[src/rtl/rf_dump_streamer.sv]
// rf_dump_streamer: walks the register file on a start pulse and streams
// each {index, value} pair on a valid/ready port with a running checksum.
//
// Ports:
//   clk, reset (async, active-low)  clock and reset
//   start                           dump request, sampled only in IDLE
//   busy, done                      dump in progress / one-cycle completion pulse
//   rf_raddr, rf_rdata              combinational register-file read port
//   out_valid, out_ready            output stream handshake
//   out_idx, out_data               current beat: register index and value
//   checksum                        sum mod 2^XLEN of every value pushed in this dump
`timescale 1ns/1ps
module rf_dump_streamer #(
   parameter int XLEN  = 64,
   parameter int NREGS = 32,
   parameter int IDX_W = 5
) (
   input  logic             clk,
   input  logic             reset,
   input  logic             start,
   output logic             busy,
   output logic             done,
   output logic [IDX_W-1:0] rf_raddr,
   input  logic [XLEN-1:0]  rf_rdata,
   output logic             out_valid,
   input  logic             out_ready,
   output logic [IDX_W-1:0] out_idx,
   output logic [XLEN-1:0]  out_data,
   output logic [XLEN-1:0]  checksum
);

   typedef enum logic [1:0] {
      S_IDLE,
      S_RUN,
      S_FLUSH,
      S_DONE
   } state_e;

   localparam logic [IDX_W-1:0] LAST = IDX_W'(NREGS - 1);

   state_e           state_q, state_d;
   logic [IDX_W-1:0] ptr_q, ptr_d;
   logic [XLEN-1:0]  sum_q, sum_d;

   // Two-entry FIFO: the head entry drives the stream outputs directly,
   // the second entry catches a push while the head is stalled.
   logic             hv_q, hv_d;
   logic [IDX_W-1:0] hidx_q, hidx_d;
   logic [XLEN-1:0]  hdat_q, hdat_d;
   logic             sv_q, sv_d;
   logic [IDX_W-1:0] sidx_q, sidx_d;
   logic [XLEN-1:0]  sdat_q, sdat_d;

   logic             busy_q, done_q;
   logic             pop, push, last;

   always_comb begin
      state_d = state_q;
      ptr_d   = ptr_q;
      sum_d   = sum_q;
      hv_d    = hv_q;
      hidx_d  = hidx_q;
      hdat_d  = hdat_q;
      sv_d    = sv_q;
      sidx_d  = sidx_q;
      sdat_d  = sdat_q;

      pop  = hv_q && out_ready;
      push = (state_q == S_RUN) && (!(hv_q && sv_q) || pop);
      last = push && (ptr_q == LAST);

      if (push) begin
         ptr_d = ptr_q + 1'b1;
         sum_d = sum_q + rf_rdata;
      end

      if (!hv_q || pop) begin
         if (sv_q) begin
            hv_d   = 1'b1;
            hidx_d = sidx_q;
            hdat_d = sdat_q;
            sv_d   = push;
            if (push) begin
               sidx_d = ptr_q;
               sdat_d = rf_rdata;
            end
         end else if (push) begin
            hv_d   = 1'b1;
            hidx_d = ptr_q;
            hdat_d = rf_rdata;
         end else begin
            hv_d = 1'b0;
         end
      end else if (push) begin
         sv_d   = 1'b1;
         sidx_d = ptr_q;
         sdat_d = rf_rdata;
      end

      unique case (state_q)
         S_IDLE: begin
            if (start) begin
               state_d = S_RUN;
               ptr_d   = '0;
               sum_d   = '0;
            end
         end
         S_RUN: begin
            if (last) state_d = S_FLUSH;
         end
         S_FLUSH: begin
            // Leave as soon as the final pop empties the FIFO.
            if (!hv_d && !sv_d) state_d = S_DONE;
         end
         S_DONE: begin
            state_d = S_IDLE;
         end
         default: state_d = S_IDLE;
      endcase
   end

   always_ff @(posedge clk or negedge reset) begin
      if (!reset) begin
         state_q <= S_IDLE;
         ptr_q   <= '0;
         sum_q   <= '0;
         hv_q    <= 1'b0;
         hidx_q  <= '0;
         hdat_q  <= '0;
         sv_q    <= 1'b0;
         sidx_q  <= '0;
         sdat_q  <= '0;
         busy_q  <= 1'b0;
         done_q  <= 1'b0;
      end else begin
         state_q <= state_d;
         ptr_q   <= ptr_d;
         sum_q   <= sum_d;
         hv_q    <= hv_d;
         hidx_q  <= hidx_d;
         hdat_q  <= hdat_d;
         sv_q    <= sv_d;
         sidx_q  <= sidx_d;
         sdat_q  <= sdat_d;
         busy_q  <= (state_d != S_IDLE);
         done_q  <= (state_d == S_DONE);
      end
   end

   assign busy      = busy_q;
   assign done      = done_q;
   assign rf_raddr  = (state_q == S_RUN) ? ptr_q : '0;
   assign out_valid = hv_q;
   assign out_idx   = hidx_q;
   assign out_data  = hdat_q;
   assign checksum  = sum_q;

endmodule

[config.mk]
export PLATFORM = sky130hd
export DESIGN_NAME = rf_dump_streamer
export DESIGN_NICKNAME = d
export VERILOG_FILES = /design/src/rtl/rf_dump_streamer.sv
export SDC_FILE = /design/constraint.sdc
export NUM_CORES = 1
export LEC_CHECK = 0
export CORE_ASPECT_RATIO = 1.4
export CORE_MARGIN = 5
export CORE_UTILIZATION = 40
export CTS_BUF_LIST = sky130_fd_sc_hd__clkbuf_4
export DETAILED_ROUTE_END_ITERATION = 10
export PLACE_DENSITY = 0.73
export SKIP_CTS_REPAIR_TIMING = 1
export SYNTH_ARGS = -nofsm -noshare
export SYNTH_HDL_FRONTEND = slang
export SYNTH_SLANG_ARGS = --single-unit
export TNS_END_PERCENT = 10
[constraint.sdc]
create_clock -name clk -period 4.9 [get_ports clk]
set_input_delay 0.98 -clock clk [delete_from_list [all_inputs] [get_ports clk]]
set_output_delay 0.98 -clock clk [all_outputs]
set_load 0.005 [all_outputs]
==> flow_results.org, run 1 <==
** Clock tree
- Clock-pin slew was measured on the worst setup and hold paths at 0.07 ns.
- Clock Path Buffers :: 3
- Source-to-sink clock delay at the later pin of the worst-skew pair :: 0.71 ns
- Maximum level of the CTS H-tree :: 2
- Total number of clock tree sinks :: 213
- Clock tree synthesis inserted a total of 55 buffers.
- TritonCTS built the clock tree.
- Root buffer selected by CTS :: sky130_fd_sc_hd__clkbuf_4

** Synthesis
- Mapped Area :: 12400 um^2
- Summing the areas of all fa, ha and maj instances in the mapped netlist gives 6.72% of the synthesized area.
- Sequential share of the synthesized area :: 43.0%
- Mux share of post-synthesis cell area :: 12.0%
- In this run, distinct cell masters in the synthesized netlist total 72.
- Averaged over all synthesized cells, the footprint is 9.45 um^2.
- After synthesis, the share of flip-flops with an asynchronous set or reset is 100%.
- Area share of and/or/nand/nor cells after synthesis :: 14.1%
- The number of nets handed over by synthesis was 1447.
- sky130_fd_sc_hd__dfrtp_1 is the most common cell in the netlist.
- The synthesized netlist devotes 17.5% of its cell area to compound gates.
- Sorting the synthesized cells by how often they occur yields sky130_fd_sc_hd__dfrtp_1 (213), sky130_fd_sc_hd__nand2_1 (201), sky130_fd_sc_hd__a21oi_1 (121).
- The synthesized netlist devotes 4.02% of its cell area to XOR and XNOR gates.
- For this run, the number of Yosys warnings is 0.
- Sorting the synthesized cells by area gives the leading types as sky130_fd_sc_hd__dfrtp_1 (43%), sky130_fd_sc_hd__ha_1 (6.6%), sky130_fd_sc_hd__mux2_2 (6.3%).
- The synthesized design devotes to its leading area cell type 43.0% of total area.
- By area, the combinational part of the netlist is dominated by compound AO/OA/AOI/OAI gates.
- Counting flops with a built-in enable in the synthesized netlist gives 0.
- In this run, synthesis produced a sequential element count of 213.
- In the synthesized netlist the dominant register cell turns out to be sky130_fd_sc_hd__dfrtp_1.
- Counting every instance in the synthesized netlist gives 1313.
- Yosys top cell by area :: sky130_fd_sc_hd__dfrtp_1

** GRT
- For this run, the total global-route usage over all layers was measured as 19.7%.
- Global routing finished with a remaining overflow of 0.
- Via count of the first global-routing pass :: 11111
- First-pass GRT wire length :: 57.1 mm
- The initial antenna violation count came to 1.
- Entering global routing, the biggest net connects 139 pins.

** Routing
- Wire length on met3 :: 1.59 mm
- Routed wirelength normalized by instance count :: 18.0 um
- Routed length on met1 :: 14.0 mm
- Post-route ant nets :: 0
- Via total after detailed routing :: 10666
- The first detailed-routing pass ran for 6 iterations.
- Drt via density :: 5.49
- Met2 WL :: 18.0 mm
- Drt first-iter violations :: 585
- In the routed design, unresolved DRC markers number 0.
- Top routing layer used :: met4
- Total wire length after detailed routing :: 34.9 mm

** Pwr
- Sequential cells account for 30.2% of the total power.
- The analysis attributes to cell leakage a power of 7.17 nW.
- IR analysis of the VDD net gives a maximum drop of 0.000274 V.
- Share of total power in combinational logic :: 54.2%
- Clock share of power :: 15.6%
- Summed over all nets, the switching power comes to 3.83 mW.
- The completed layout was analyzed and its total power is 9.48 mW.
- Cell internal power was estimated by the tool at 5.65 mW.
- Switching power as a share of total power :: 40.4%
- Pwr Density :: 611 nW/um^2

** Critical path
- Classification of the worst setup path :: in -> reg
- Sort of element at the start of the critical path :: primary input
- Reg-to-reg startpoint :: checksum[0]$_DFF_PN0_
- STA classifies the critical path endpoint as a flip-flop.
- Arrival time of data at the critical path endpoint :: 4.59 ns
- The most critical setup path has its startpoint at rf_rdata[0].
- Along the worst path, the maximum fanout reaches 4.
- Data on the critical path is required at its endpoint by 5.45 ns.

** Timing
- Tcrit/Tclk final :: 82.5%
- Final max-slew violation count :: 0
- Achievable frequency :: 0.247 GHz
- Across the routed clock network, the largest skew measured is 0.0435 ns.
- RSZ-0062 raised after global routing :: false
- Number of hold violations in the final report :: 0
- At the pin with the least slew margin, the transition time is 1.00 ns.
- Setup-violating endpoint count in the final report :: 0
- Setup TNS Final :: 0 ns
- Relative max-transition margin :: 33.1%
- The worst path needs 4.04 ns of the cycle, external delays included.

** Placed design
- The count of buffers added on input and output ports is 208.
- GP Congestion :: 0.896
- After legalization and detailed placement, the total HPWL measured 25.1 mm.

** Finish
- The layout has 2845 filler cells.
- Total Nets Final :: 1652
- Of the cells placed in the final design, the portion with a size suffix greater than 1 is 11.9%.
- Relative to the synthesized area, the layout overhead comes to 25.0%.

** Floorplanning
- X dimension of the die :: 159 um
- Once the floorplan was initialized, standard cells occupied 40.4% of the core.
- The core region is 30700 um^2.
- Area of the die :: 34700 um^2
- Number of placement rows :: 76
- The die is 218 um tall.
- Ports :: 209

** Outcome
- The flow ran to the end, and the final reports show no timing, DRC or antenna violations.

** Job
- The tool flagged a number of max-cap violations equal to 0.

** Worst hold path
- The tightest min-delay check is of the in -> async type.
==> worst paths after layout <==
path / endpoint / slack, ns / cells after the start
max: checksum[56]$_DFF_PN0_ / 0.86 / 14
min reg2reg: out_data[49]$_DFFE_PN0P_ / 0.48 / 2
max reg2reg: checksum[56]$_DFF_PN0_ / 1.22 / 13
min in group clk: out_data[49]$_DFFE_PN0P_ / 0.48 / 2
max in group asynchronous: checksum[57]$_DFF_PN0_ / 3.55 / 2
min: checksum[34]$_DFF_PN0_ / 0.31 / 1
==> through the flow <==
stage	instances	hold slack, ns	utilization [%]	area [um^2]	setup WS [ns]
after floorplan	1313	0.473	-	12400	1.32
final	1942	0.306	50.5	15500	0.855
after global placement	1851	0.459	48.4	14900	0.205
after CTS	1941	0.308	50.5	15500	0.899
after global routing	1942	0.322	50.5	15500	0.569
after detailed placement	1851	0.469	48.4	14900	0.130
==> placed cells by master, fill, tap and decap left out, drive strengths merged, types with 4 or more instances in the layout <==
master / netlist / layout
dfrtp: 213 / 213
or2: 5 / 5
nor3: 13 / 13
ha: 65 / 65
o211ai: 6 / 6
nor2: 58 / 58
xor2: 24 / 24
a21boi: 4 / 4
o21bai: 18 / 18
nor2b: 10 / 10
clkbuf: 65 / 74
and2: 11 / 11
inv: 14 / 15
o31ai: 4 / 4
nand2b: 6 / 6
mux2i: 71 / 71
and3: 11 / 11
a21oi: 122 / 122
buf: 9 / 15
o21ai: 115 / 115
nand4: 20 / 20
a21o: 39 / 39
a211oi: 9 / 9
mux2: 69 / 69
nand2: 201 / 201
clkdlybuf4s50: 0 / 207
nand3: 35 / 35
clkinv: 0 / 14
xnor2: 33 / 33
a31oi: 10 / 10
o21a: 6 / 6
==> power groups by stage <==
stage               clock network (mW)  logic, mW  registers, mW
finish                            1.48       5.14           2.86
global route                      1.63       5.66           2.94
CTS                               1.55       5.14           2.86
detailed placement                   0       5.11           2.89
global placement                     0       5.03           2.86
floorplan                            0       3.20           2.80
==> sequential cells by signal (all words and copies together), names as in the netlist <==
name and count:
sidx_q 5, sdat_q 64, ptr_q 5, out_idx 5, sv_q 1, out_valid 1
state_q 2, done 1, checksum 64, out_data 64, busy 1
==> critical path: stages <==
cell,delay (ns)
sky130_fd_sc_hd__clkdlybuf4s50_1,0.50
sky130_fd_sc_hd__ha_1,0.21
sky130_fd_sc_hd__inv_1,0.06
sky130_fd_sc_hd__fa_1,0.38
sky130_fd_sc_hd__nor2b_1,0.23
sky130_fd_sc_hd__o31ai_1,0.16
sky130_fd_sc_hd__a21boi_1,0.26
sky130_fd_sc_hd__a21oi_1,0.16
sky130_fd_sc_hd__o31ai_1,0.55
sky130_fd_sc_hd__a21oi_1,0.23
sky130_fd_sc_hd__o311ai_2,0.49
sky130_fd_sc_hd__a21oi_1,0.14
sky130_fd_sc_hd__xor2_1,0.15
sky130_fd_sc_hd__a21oi_1,0.09
==> cell families (layout without fill, tap and decap cells) <==
logic type / count (synthesis) / after routing
xor gates and xnor gates: 57 / 57
and+or+nand+nor: 387 / 387
other: 0 / 1
AOI/OAI and AO/OA: 362 / 362
muxes: 140 / 140
DFF: 213 / 213
buffers and inverters: 88 / 326
adders and majority gates: 66 / 66
==> layout make-up <==
class,instances,area (um^2),area share [%]
clock buffers,74,556,3.58
inverters,14,52.6,0.339
repair buffers,222,2200,14.2
multi-input cells,1012,6780,43.7
diodes,1,2.50,0.0161
clock inverters,16,91.3,0.589
flip-flops and latches,213,5330,34.4
well taps,390,488,3.15
==> per-layer routing <==
layer | global-route usage (%) | vias up
met4 | 9.50 | 0
met5 | 0 | -
met1 | 22.5 | 5137
met3 | 3.74 | 89
met2 | 35.5 | 305
li1 | - | 5135
No activity file was read; power rests on OpenSTA's default activity.
==> inputs of run 2 (changes only) <==
Clock period 4.9 ns to 3.9 ns, I/O delays scaled along.
==> flow_results.org, run 2 (synthesized netlist as in run 1, its figures left out) <==
** Timing
- The max-slew violation count was 0 (unchanged).
- Tcrit/Tclk final :: 88.4%
- Setup-violating endpoint count in the final report :: 0 (unchanged)
- The worst setup skew after layout is 0.0557 ns (+0.0122 ns).
- The number of endpoints with negative hold slack in the final report is 0 (unchanged).
- RSZ-0062 raised after global routing :: false
- Shortest period the worst path allows :: 3.45 ns
- The headroom to the max-slew limit was 44.1% (+11 points).
- The final sum of negative setup slack came to 0 ns (unchanged).
- The transition time at the pin with the least slew margin is 0.838 ns (-0.165 ns).
- Achievable frequency :: 0.290 GHz

** Floorplanning
- Ports :: 209 (unchanged)
- The effective utilization at floorplan came to 40.4% (unchanged).
- The core footprint is 30700 um^2 (unchanged).
- The height of the chip came to 218 um (unchanged).
- Area of the die :: 34700 um^2 (unchanged)
- X dimension of the die :: 159 um (unchanged)
- The total number of placement rows came to 76 (unchanged).

** Critical path
- The count of cells along the worst register-to-register path is 14 (+1).
- Reg-to-reg setup timing slack :: 0.55 ns (-0.67 ns)
- The required time of the critical path was 4.46 ns (-0.99 ns).
- The critical path is of the in -> reg type.
- Nature of the critical path endpoint :: flip-flop
- The top fanout value on the critical path is 3 (-1).
- Arrival time of data at the critical path endpoint :: 4.01 ns (-0.58 ns)
- STA classifies the critical path startpoint as a primary input.

** Pwr
- Static Leak :: 7.60 nW (+6.1%)
- Clock share of power :: 15.2% (-0.4 points)
- Switching power :: 4.99 mW (+30%)
- The proportion of total power due to net switching is 39.6% (-0.82 points).
- Sequential power share :: 28.6% (-1.6 points)
- The power per standard cell area was 777 nW/um^2 (+27%).
- Share of total power in combinational logic :: 56.2% (+2.0 points)
- Largest voltage drop on the vdd net :: 0.000352 V (+29%)
- Internal power :: 7.62 mW (+35%)

** GRT
- The via count of the first global-routing pass was 11687 (+5.2%).
- The wire length of the first global-routing pass is 59.0 mm (+3.3%).
- The initial antenna violation count is 1 (unchanged).
- The total congestion overflow is 0 (unchanged).
- Pin count of the biggest net entering global routing :: 103 (-26%)
- The total routing usage reported by global routing came to 20.4% (+0.61 points).

** Outcome
- Outcome :: finished clean

** Finish
- Synthesis-to-layout area growth :: 30.8%
- The number of non-filler instances in the completed layout came to 2036 (+4.8%).
- The count of fill cells added during filler insertion is 2796 (-1.7%).
- In the layout the commonest cells are sky130_fd_sc_hd__dfrtp_1 (212), sky130_fd_sc_hd__clkdlybuf4s50_1 (207), sky130_fd_sc_hd__nand2_1 (200).
- Total Nets Final :: 1741 (+5.4%)
- The post-route cell area was 16200 um^2 (+4.6%).
- The fraction of layout instances using a drive strength above 1 came to 16.4% (+4.5 points).
- Most common cell after layout, fill and taps aside :: sky130_fd_sc_hd__dfrtp_1

** Routing
- The per-cell routed wire length is 17.6 um (-2.2%).
- Detailed-route DRC error count :: 0 (unchanged)
- Drt via density :: 5.42 (-1.4%)
- Drt first-iter violations :: 496 (-15%)
- The total length of routed wires is 35.8 mm (+2.6%).
- The via total after detailed routing came to 11027 (+3.4%).
- The detailed-routing iteration count for the pre-antenna-repair pass came to 6 (unchanged).
- Post-route ant nets :: 0 (unchanged)

** Placed design
- GP Congestion :: 0.943 (+5.3%)
- Number of port buffers :: 208 (unchanged)
- The estimated wirelength of the detail-placed design is 26.6 mm (+5.9%).
- The count of placed standard cells including taps came to 1939 (+4.8%).
- The placed standard-cell area was 15500 um^2 (+4.6%).

** Job
- The max capacitance violation total is 0 (unchanged).

** Clock tree
- The number of buffers added by the clock tree synthesis step is 56 (+1.8%).
- Total number of clock tree sinks :: 213 (unchanged)
- CTS placed an instance of sky130_fd_sc_hd__clkbuf_4 at the clock tree root.
- The count of H-tree levels built during CTS came to 2 (unchanged).
- Clock Path Buffers :: 3 (unchanged)
- Reg clk slew, reported paths :: 0.08 ns (about the same)
- Source-to-sink clock delay at the later pin of the worst-skew pair :: 0.73 ns (+0.02 ns)
- TritonCTS built the clock tree.

** Worst hold path
- The tightest min-delay check is of the in -> async type.
-- run 2: cell count changes in the layout (fill, tap and decap cells not counted), sizes merged --
cell | previous run | this run
clkinvlp | 0 | 1
clkbuf | 74 | 68
bufinv | 1 | 2
buf | 15 | 103
clkinv | 14 | 24
-- run 2: layout make-up --
| cell class | instances | area (um^2) | area share (%) |
|---|---|---|---|
| clock inverters | 28 | 168 | 1.03 |
| multi-input cells | 1012 | 6780 | 41.8 |
| inverters | 14 | 52.6 | 0.324 |
| diodes | 1 | 2.50 | 0.0154 |
| well taps | 390 | 488 | 3.01 |
| flip-flops and latches | 213 | 5330 | 32.9 |
| clock buffers | 68 | 510 | 3.15 |
| repair buffers | 310 | 2890 | 17.8 |
-- run 2: per-layer routing --
layer	up-vias	wire length [um]	track usage, %
met3	90	1650	3.87
met2	299	18800	37.1
met1	5318	13900	22.9
met5	-	0	0
met4	0	1410	9.33
li1	5320	-	-
-- run 2: power by group through the flow --
stage | Combinational [mW] | Sequential, mW | Clock, mW
after global routing | 7.79 | 3.71 | 2.10
after floorplan | 4.02 | 3.52 | 0
after global placement | 6.95 | 3.60 | 0
after CTS | 7.10 | 3.61 | 1.99
after detailed placement | 7.05 | 3.64 | 0
final | 7.08 | 3.60 | 1.92
-- run 2: final timing paths --
check | to | start
setup / recovery | checksum[50]$_DFF_PN0_ | rf_rdata[7]
hold / removal | checksum[34]$_DFF_PN0_ | reset
setup reg to reg | checksum[50]$_DFF_PN0_ | checksum[7]$_DFF_PN0_
hold reg to reg | out_data[46]$_DFFE_PN0P_ | out_data[46]$_DFFE_PN0P_
max in group asynchronous | out_data[42]$_DFFE_PN0P_ | reset
min in group clk | out_data[46]$_DFFE_PN0P_ | out_data[46]$_DFFE_PN0P_
-- run 2: metrics by stage --
step | worst slack [ns] | hold WS, ns | total power, mW | util (%)
after floorplan | 0.523 | 0.473 | 7.53 | -
after global placement | -0.258 | 0.459 | 10.6 | 50.6
after detailed placement | -0.283 | 0.469 | 10.7 | 50.6
after CTS | 0.495 | 0.0961 | 12.7 | 52.8
after global routing | 0.283 | 0.118 | 13.6 | 52.8
final | 0.452 | 0.0899 | 12.6 | 52.8
-- run 2: critical path, stage by stage --
cell	delay, ns
sky130_fd_sc_hd__clkdlybuf4s50_1	0.44
sky130_fd_sc_hd__ha_1	0.33
sky130_fd_sc_hd__a2111oi_0	0.47
sky130_fd_sc_hd__buf_4	0.20
sky130_fd_sc_hd__a21boi_1	0.06
sky130_fd_sc_hd__buf_4	0.16
sky130_fd_sc_hd__a32oi_1	0.28
sky130_fd_sc_hd__o31ai_1	0.14
sky130_fd_sc_hd__buf_4	0.16
sky130_fd_sc_hd__o221a_2	0.25
sky130_fd_sc_hd__or2_1	0.23
sky130_fd_sc_hd__buf_4	0.15
sky130_fd_sc_hd__a21oi_1	0.15
sky130_fd_sc_hd__xnor2_1	0.13
sky130_fd_sc_hd__o21ai_0	0.08
